File: config.mk
export PLATFORM = sky130hd
export DESIGN_NAME = rlwe_dmem_vec_bridge
export DESIGN_NICKNAME = d
export VERILOG_FILES = /design/src/rtl/rlwe_dmem_vec_bridge.sv
export SDC_FILE = /design/constraint.sdc
export NUM_CORES = 2
export LEC_CHECK = 0
export ABC_AREA = 1
export CAP_MARGIN = 20
export CELL_PAD_IN_SITES_DETAIL_PLACEMENT = 1
export CELL_PAD_IN_SITES_GLOBAL_PLACEMENT = 1
export CORE_AREA = 2 2 454 456
export CTS_BUF_LIST = sky130_fd_sc_hd__clkbuf_16
export DETAILED_ROUTE_END_ITERATION = 12
export DIE_AREA = 0 0 456 458
export DONT_BUFFER_PORTS = 1
export GPL_ROUTABILITY_DRIVEN = 1
export GPL_TIMING_DRIVEN = 0
export PLACE_DENSITY = 0.62
export SLEW_MARGIN = 20
export SYNTH_ARGS = -nofsm -noshare
export SYNTH_HDL_FRONTEND = slang
export SYNTH_SLANG_ARGS = --single-unit
File: constraint.sdc
create_clock -name clk -period 4.5 [get_ports clk]
set_input_delay 0.45 -clock clk [delete_from_list [all_inputs] [get_ports clk]]
set_output_delay 0.45 -clock clk [all_outputs]
set_load 0.005 [all_outputs]
File: src/rtl/rlwe_dmem_vec_bridge.sv
// LSU-to-word-memory bridge: splits scalar and LANE-word vector accesses into single 32-bit beats.
// Optional macro RLWE_DMEM_VEC_ERR_ABORT_EN: an errored beat ends the transaction immediately.
`timescale 1ns/1ps

`ifndef LANE
`define LANE 16
`endif
`ifndef SCR1_DMEM_AWIDTH
`define SCR1_DMEM_AWIDTH 32
`endif

typedef enum logic {
   SCR1_MEM_CMD_RD = 1'b0,
   SCR1_MEM_CMD_WR = 1'b1
} type_scr1_mem_cmd_e;

typedef enum logic [1:0] {
   SCR1_MEM_WIDTH_BYTE   = 2'b00,
   SCR1_MEM_WIDTH_HWORD  = 2'b01,
   SCR1_MEM_WIDTH_WORD   = 2'b10,
   SCR1_MEM_WIDTH_VECTOR = 2'b11
} type_scr1_mem_width_e;

typedef enum logic [1:0] {
   SCR1_MEM_RESP_NOTRDY = 2'b00,
   SCR1_MEM_RESP_RDY_OK = 2'b01,
   SCR1_MEM_RESP_RDY_ER = 2'b10
} type_scr1_mem_resp_e;

typedef logic [`LANE-1:0][31:0] type_vector;

module rlwe_dmem_vec_bridge #(
   parameter int LANE = `LANE,
   parameter int AW   = `SCR1_DMEM_AWIDTH
) (
   input  logic                  clk,
   input  logic                  rst,
   input  logic                  lsu2dmem_req,
   input  type_scr1_mem_cmd_e    lsu2dmem_cmd,
   input  type_scr1_mem_width_e  lsu2dmem_width,
   input  logic [AW-1:0]         lsu2dmem_addr,
   input  logic [LANE-1:0][31:0] lsu2dmem_wdata,
   output logic                  dmem2lsu_req_ack,
   output logic [LANE-1:0][31:0] dmem2lsu_rdata,
   output type_scr1_mem_resp_e   dmem2lsu_resp,
   output logic                  mem_req,
   output logic                  mem_we,
   output logic [3:0]            mem_be,
   output logic [AW-1:0]         mem_addr,
   output logic [31:0]           mem_wdata,
   input  logic                  mem_ack,
   input  logic                  mem_rvalid,
   input  logic [31:0]           mem_rdata,
   input  logic                  mem_err
);
   localparam int IW = $clog2(LANE);
   localparam int CW = $clog2(LANE + 1);

   localparam logic [1:0] ST_IDLE  = 2'd0;
   localparam logic [1:0] ST_ISSUE = 2'd1;
   localparam logic [1:0] ST_WAIT  = 2'd2;
   localparam logic [1:0] ST_RESP  = 2'd3;

   logic [1:0]            state;
   logic [CW-1:0]         cnt;
   logic                  err_flag;
   type_scr1_mem_cmd_e    cmd_q;
   type_scr1_mem_width_e  width_q;
   logic [AW-1:0]         addr_q;
   logic [LANE-1:0][31:0] wdata_q;
   logic [LANE-1:0][31:0] rbuf;

   logic [CW-1:0]         cnt_inc;
   logic [IW-1:0]         nidx;
   logic                  last_beat;
   logic                  abort;
   logic                  err_next;
   logic [31:0]           cap;
   logic [LANE-1:0][31:0] rbuf_next;

   function automatic logic [3:0] beat_be(input type_scr1_mem_width_e w, input logic [1:0] off);
      case (w)
         SCR1_MEM_WIDTH_BYTE:  beat_be = 4'b0001 << off;
         SCR1_MEM_WIDTH_HWORD: beat_be = 4'b0011 << off;
         default:              beat_be = 4'hF;
      endcase
   endfunction

   function automatic logic [AW-1:0] beat_addr(input logic [AW-1:0] base, input logic [IW-1:0] idx);
      beat_addr = {base[AW-1:2], 2'b00} + {{(AW-IW-2){1'b0}}, idx, 2'b00};
   endfunction

   function automatic logic [31:0] beat_wdata(input type_scr1_mem_width_e w,
                                              input logic [LANE-1:0][31:0] wd,
                                              input logic [IW-1:0] idx);
      case (w)
         SCR1_MEM_WIDTH_BYTE:  beat_wdata = {4{wd[0][7:0]}};
         SCR1_MEM_WIDTH_HWORD: beat_wdata = {2{wd[0][15:0]}};
         SCR1_MEM_WIDTH_WORD:  beat_wdata = wd[0];
         default:              beat_wdata = wd[idx];
      endcase
   endfunction

   // Scalar read data is aligned down to bit 0 and zero-filled above the access width.
   function automatic logic [31:0] scalar_rdata(input type_scr1_mem_width_e w,
                                                input logic [1:0] off,
                                                input logic [31:0] d);
      logic [31:0] sh;
      sh = d >> {off, 3'b000};
      case (w)
         SCR1_MEM_WIDTH_BYTE:  scalar_rdata = {24'h000000, sh[7:0]};
         SCR1_MEM_WIDTH_HWORD: scalar_rdata = {16'h0000, sh[15:0]};
         default:              scalar_rdata = sh;
      endcase
   endfunction

   assign dmem2lsu_req_ack = (state == ST_IDLE);

   // Beat completion decode: next index, last/abort decision and the read buffer with this beat merged.
   always_comb begin
      cnt_inc  = cnt + CW'(1'b1);
      nidx     = cnt_inc[IW-1:0];
      err_next = err_flag | mem_err;
      if (width_q == SCR1_MEM_WIDTH_VECTOR) begin
         last_beat = (cnt_inc == CW'(LANE));
         cap       = mem_rdata;
      end else begin
         last_beat = 1'b1;
         cap       = scalar_rdata(width_q, addr_q[1:0], mem_rdata);
      end
`ifdef RLWE_DMEM_VEC_ERR_ABORT_EN
      abort = mem_err;
`else
      abort = 1'b0;
`endif
      rbuf_next                = rbuf;
      rbuf_next[cnt[IW-1:0]]   = cap;
   end

   // Transaction FSM with registered beat request and registered LSU response.
   always_ff @(posedge clk) begin
      if (rst) begin
         state          <= ST_IDLE;
         cnt            <= '0;
         err_flag       <= 1'b0;
         cmd_q          <= SCR1_MEM_CMD_RD;
         width_q        <= SCR1_MEM_WIDTH_BYTE;
         addr_q         <= '0;
         wdata_q        <= '0;
         rbuf           <= '0;
         mem_req        <= 1'b0;
         mem_we         <= 1'b0;
         mem_be         <= 4'h0;
         mem_addr       <= '0;
         mem_wdata      <= 32'h0;
         dmem2lsu_rdata <= '0;
         dmem2lsu_resp  <= SCR1_MEM_RESP_NOTRDY;
      end else begin
         case (state)
            ST_IDLE: begin
               if (lsu2dmem_req) begin
                  cmd_q     <= lsu2dmem_cmd;
                  width_q   <= lsu2dmem_width;
                  addr_q    <= lsu2dmem_addr;
                  wdata_q   <= lsu2dmem_wdata;
                  cnt       <= '0;
                  err_flag  <= 1'b0;
                  rbuf      <= '0;
                  mem_req   <= 1'b1;
                  mem_we    <= (lsu2dmem_cmd == SCR1_MEM_CMD_WR);
                  mem_be    <= beat_be(lsu2dmem_width, lsu2dmem_addr[1:0]);
                  mem_addr  <= beat_addr(lsu2dmem_addr, '0);
                  mem_wdata <= beat_wdata(lsu2dmem_width, lsu2dmem_wdata, '0);
                  state     <= ST_ISSUE;
               end
            end
            ST_ISSUE: begin
               if (mem_ack) begin
                  mem_req <= 1'b0;
                  state   <= ST_WAIT;
               end
            end
            ST_WAIT: begin
               if (mem_rvalid) begin
                  rbuf     <= rbuf_next;
                  err_flag <= err_next;
                  cnt      <= cnt_inc;
                  if (last_beat || abort) begin
                     state         <= ST_RESP;
                     dmem2lsu_resp <= err_next ? SCR1_MEM_RESP_RDY_ER : SCR1_MEM_RESP_RDY_OK;
                     if (cmd_q == SCR1_MEM_CMD_RD) begin
                        dmem2lsu_rdata <= rbuf_next;
                     end
                  end else begin
                     state     <= ST_ISSUE;
                     mem_req   <= 1'b1;
                     mem_be    <= beat_be(width_q, addr_q[1:0]);
                     mem_addr  <= beat_addr(addr_q, nidx);
                     mem_wdata <= beat_wdata(width_q, wdata_q, nidx);
                  end
               end
            end
            ST_RESP: begin
               dmem2lsu_resp <= SCR1_MEM_RESP_NOTRDY;
               state         <= ST_IDLE;
            end
            default: begin
               state <= ST_IDLE;
            end
         endcase
      end
   end

endmodule

# Yosys cells after proc, flatten, opt, wreduce, memory -nomap -nowiden
# Cells that the tools add are included.
# word_totals
ram_bits	0
output_inout_bits	585
latchBits	0
reg_bits	1650
n_memories	0
rom_bits	0
wordCells	145
input_bits	585
# op_classes
shifts	5
n_bitwise	2
n_reduce_logical	14
mux	47
n_mul	0
magnitude_cmp	3
div	0
add_sub_neg	2
eq_ne	13
# op_table
operator	n
$mux 512	2
$pmux 512 s2	1
$bwmux 512	1
$mux 32	9
$pmux 32 s2	4
$bmux 32 s4	1
$demux 32 s4	1
$pmux 32 s3	1
$add 32x6->32	1
$shr 32x5->32	1
$pmux 4 s2	3
$mux 2	7
$mux 4	3
$lt 4x5->1 const B	2
$mux 5	2
$ne 2x2->1 const B	5
$pmux 5 s2	1
$reduce_and 3->1	3
$eq 2x2->1 const B	4
$pmux 2 s4	1
$reduce_and 4->1	2
$shl 1x2->4 const A	2
$shl 2x2->4 const A	2
$mux 1	7
15 further kinds	20

# Longest topological paths before layout
# logic_depth
word_depth	7
depth_mapped	21
ltp_nobuf	16

# Worst setup path before layout
# OpenSTA, ideal clock, no wires.
# synth_path
kind	flip-flop to flip-flop
start	register cnt[0]
end	register mem_addr[18]
path_slack_ps	1163
t_required_ps	4383
t_arrival_ps	3220
path_stages_with_launch	21
n_path_buf	5
synth_period_minus_slack_ps	3337
setup_time_ps	117
path_cell_list	dfxtp_1 > clkbuf_1 > inv_2 > clkbuf_1 > clkbuf_1 > ha_1 > clkinv_1 > clkbuf_1 > clkbuf_1 > fa_1 > inv_1 > nand2_1 > nand2_1 > nand2_1 > nor2_1 > nand2_1 > xor2_1 > nand2_1 > nand2_1 > nor2_1 > nor2_1
# synth_via
elab_chain_len	5
elab_cells_between_ends	9
classes_between	add/sub (2); eq/ne (2); mux (4); reduce/logical (1)
# synth_rtl
item	line	source
start, declared	65	logic [CW-1:0] cnt;
start signal, assigned	187	cnt <= cnt_inc;
$add 5x1->5 (*)	121	cnt_inc = cnt + CW'(1'b1);
$add 32x6->32 / $eq 5x5->1 (equally long branches)	90, 125	
$mux 32 / $mux 1 (equally long branches)	188, 124	
$mux 32 / $ne 2x2->1 (equally long branches)	n/a	
$pmux 32 s2 / $reduce_and 4->1 (equally long branches)	n/a	
end signal, assigned	172	mem_addr <= beat_addr(lsu2dmem_addr, '0);
end signal, assigned	198	mem_addr <= beat_addr(addr_q, nidx);
end, declared	49	output logic [AW-1:0] mem_addr,
# Mark *: on every way between the ends. The rest lies on a longest branch, timed or not. The select of a mux whose other input is x is not followed.
# A chain may end at the register's enable or synchronous reset.

# Final worst setup path
# layout_path
start	register cnt[0]
end	register dmem2lsu_rdata[385] (netlist name)
# layout_via
elab_chain_len	5
elab_cells_between_ends	10
classes_between	add/sub (1); order compare (2); eq/ne (1); mux (4); reduce/logical (2)
# layout_rtl
item	line	source
branches (longest 5 deep; another with $add 5x1->5)	n/a	
end signal, assigned	192	dmem2lsu_rdata <= rbuf_next;
end, declared	44	output logic [LANE-1:0][31:0] dmem2lsu_rdata,
# Parallel ways; which one is timed is not known.

==> flow_summary.yaml <==
layout:
  final_nets: 12060
  nFillCells: 26040
  final_cells: 14420
  drive_above_1_share: 0.04355
  multi_input_area_mm2: 0.03182
  regArea_mm2: 0.03299
  stdcell_area_mm2: 0.08735
  final_cell_mix: "nand2_1, dfxtp_1, o21ai_0"
  area_growth_syn_to_layout_pct: 21.25
  final_common_cell: "nand2_1"
yosys:
  ys_seq_area_frac: 0.4580
  ys.flop_type: "dfxtp_1"
  yosys_register_bits: 1648
  synth_cells: 10720
  syn_area_mm2: 0.07204
  avgSynthCellArea_um2: 6.720
  postSynth.asyncResetShare: 0
  synth_warnings: 0
  ys_types: 36
  synth-edff-count: 0
route:
  vias: 79100
  avgRoutedWirePerCell_um: 28.61
  vias_per_cell: 5.487
  wl_met3_um: 31810
  wl_met1_um: 160400
  dr.first_iter.drc_count: 5906
  drc: 0
  drtPass1Iterations: 6
  routed_wl_um: 412300
  highest_layer: "met5"
  route.met2.wl_um: 187800
  ant_nets: 0
worst_hold_path:
  hold_class: "in -> reg"
  hold_depth: 6
  hold_end: "mem_wdata[31]$_SDFFE_PP0P_"
  worstHoldStart: "lsu2dmem_wdata[15]"
global_routing:
  grt_overflow: 0
  grt_pass1_wl_um: 573900
  antenna_found_initial: 163
  grt_usage: 0.3793
  grt_start_max_net_pins: 20
  grt_pass1_vias: 78970
power:
  p_comb_frac: 0.200
  power.total_mw: 40.36
  p_leak_nw: 33.19
  irDropWorstVdd_uv: 418.9
  switching_share: 0.3491
  seq_power_share: 0.420
  power_switching_mw: 14.09
  pwr-share-clk: 0.379
  p_per_area_mw_per_mm2: 462.1
  p_int_mw: 26.27
floorplan:
  dieHeight_um: 458
  start_util: 0.3536
  die_area_mm2: 0.2088
  ios: 1170
  design.core.area_mm2: 0.2038
  core.rowCount: 166
  die_w_um: 456
timing:
  hold_viol: 0
  setup_viol: 0
  fmax_mhz: 229.3
  holdWs_ns: 0.04950
  rsz0062_at_grt: "no"
  worst_pin_slew_ns: 1.164
  period_minus_slack_ns: 4.360
  fin_crit_sh: 0.9690
  fin_skew_ns: 0.04032
  drv_slew: 0
  setup_tns_ns: 0
  slew_headroom: 0.2212
run:
  drv_cap: 0
setup_path:
  r2r_slack_ns: 0.14
  worst-setup-path-type: "reg -> reg"
  worstSetupStartpointType: "flop"
  cp-end-kind: "flop"
  r2r-end: "dmem2lsu_rdata[385]$_SDFFE_PP0P_"
  r2r-start: "cnt[0]$_SDFFE_PP0P_"
  cp_max_fo: 18
  cp_data_arrival_time_ns: 5.11
  timing.reg2reg.worst_path_depth: 13
  cp.required_ns: 5.25
placed_design:
  placed_cells_incl_taps: 13420
  io_buffer_count: 0
  gp_congestion: 0.9745
  hpwlAfterDp_um: 320200
  placed_area_mm2: 0.07559
clock_tree:
  clock-sinks: 1648
  clk_latency_ns: 0.88
  cts_max_path_buffers: 3
  cts_tree: "yes"
  cts_max_level: 4
  cts_buffers: 190
  cts-root-buf: "clkbuf_16"
  path_clk_slew_ns: 0.06
outcome:
  status: "finished, final reports clean"
==> critical path: stages, from the launching register on <==
cell and delay [ns]:
dfxtp_1 0.35, clkbuf_2 0.22, inv_2 0.36, clkbuf_4 0.46, ha_2 0.25, inv_1 0.18, nor2_1 0.89, inv_1 0.20
clkbuf_1 0.30, clkbuf_1 0.35, nand2_1 0.14, nand2_1 0.09, o21ai_0 0.33, nor2_1 0.08
==> state kept, by name, summed over array words and instances, names as in the netlist <==
signal          flops
mem_be              4
rbuf              512
cnt                 5
mem_addr           30
state               2
dmem2lsu_resp       2
wdata_q           512
mem_wdata          32
mem_req             1
dmem2lsu_rdata    512
err_flag            1
width_q             2
addr_q             32
cmd_q               1
==> synthesized netlist by cell type, types with 6 or more instances <==
master,n,area [um^2]
nor2_1,953,3577
or2_1,14,87.58
or2_2,19,118.9
o21ai_0,1317,6591
a211oi_1,9,67.56
a21oi_1,1249,6251
a221oi_1,8,70.07
o221ai_1,7,61.31
o211ai_1,6,45.04
nor3_1,6,30.03
clkbuf_2,8,40.04
buf_4,8,60.06
dfxtp_1,1648,32990
o21bai_1,24,180.2
clkbuf_1,619,2323
o21ai_1,91,455.4
nand4_1,8,50.05
or2_0,11,68.82
a31oi_1,41,256.5
nand2_1,2804,10530
o22ai_1,37,231.5
nand3_1,567,2838
buf_1,53,198.9
nor2_4,7,78.83
inv_1,1034,3881
inv_2,9,33.78
ha_1,8,100.1
buf_2,137,685.7
==> metal layers <==
metal,global-route usage,vias up
met2,0.6201,3259
met4,0.2531,54
met1,0.4399,38730
met5,0,-
li1,-,35920
met3,0.09333,1141
==> how the worst max path moves through the flow <==
stage	from	end	slack [ns]	cells past startpoint
4_1_cts	cnt[0]$_SDFFE_PP0P_	mem_wdata[22]$_SDFFE_PP0P_	0.002	14
3_5_place_dp	cnt[0]$_SDFFE_PP0P_	mem_addr[18]$_SDFFE_PP0P_	-1.31	20
5_1_grt	cnt[0]$_SDFFE_PP0P_	mem_addr[10]$_SDFFE_PP0P_	0.02	17
6_report	cnt[0]$_SDFFE_PP0P_	dmem2lsu_rdata[385]$_SDFFE_PP0P_	0.14	13
2_1_floorplan	cnt[0]$_SDFFE_PP0P_	mem_addr[18]$_SDFFE_PP0P_	1.16	20
3_3_place_gp	cnt[0]$_SDFFE_PP0P_	mem_addr[18]$_SDFFE_PP0P_	-1.58	20
==> through the flow <==
| step | setup WS [ns] | util |
|---|---|---|
| after CTS | 0.001711 | 0.4272 |
| after global routing | 0.01865 | 0.4283 |
| after detailed placement | -1.312 | 0.3710 |
| after global placement | -1.582 | 0.3701 |
| after floorplan | 1.163 | - |
| final | 0.1397 | 0.4287 |
==> cell families (layout without fill, tap and decap cells) <==
logic type	after synthesis	count (layout)	synth area share
simple gates	4398	4398	0.2421
buf+inv	1873	2770	0.1007
xor+xnor	2	2	0.0002432
compound gates	2789	2789	0.1973
fa+ha+maj	9	9	0.001667
flops	1648	1648	0.4580
other cells	1	111	0.00005206
==> final cells by class <==
class / instances / area share
Antenna cell: 109 / 0.003123
Buffer: 825 / 0.03873
Clock buffer: 191 / 0.05472
Clock inverter: 151 / 0.01326
Inverter: 1046 / 0.04495
Multi-Input combinational cell: 7200 / 0.3643
Sequential cell: 1648 / 0.3777
Tap cell: 2688 / 0.03851
Timing Repair Buffer: 557 / 0.06468
==> timing repair <==
action,4_1_cts,5_1_grt
resized for setup,11,11
setup endpoints to repair,164,44
hold buffers,549,0
endpoints found under the hold margin,607,0
buffers inserted,0,0
cloned,0,0
==> power by group through the flow <==
stage | combinational (mW) | clock (mW) | sequential [mW]
after floorplan | 4.19 | 0 | 16.6
after global placement | 7.15 | 0 | 17.2
after detailed placement | 7.33 | 0 | 17.3
after CTS | 7.86 | 15.5 | 16.9
after global routing | 8.65 | 16.0 | 17.0
final | 8.09 | 15.3 | 17.0
Note: power is estimated with default switching activity, not from simulation.
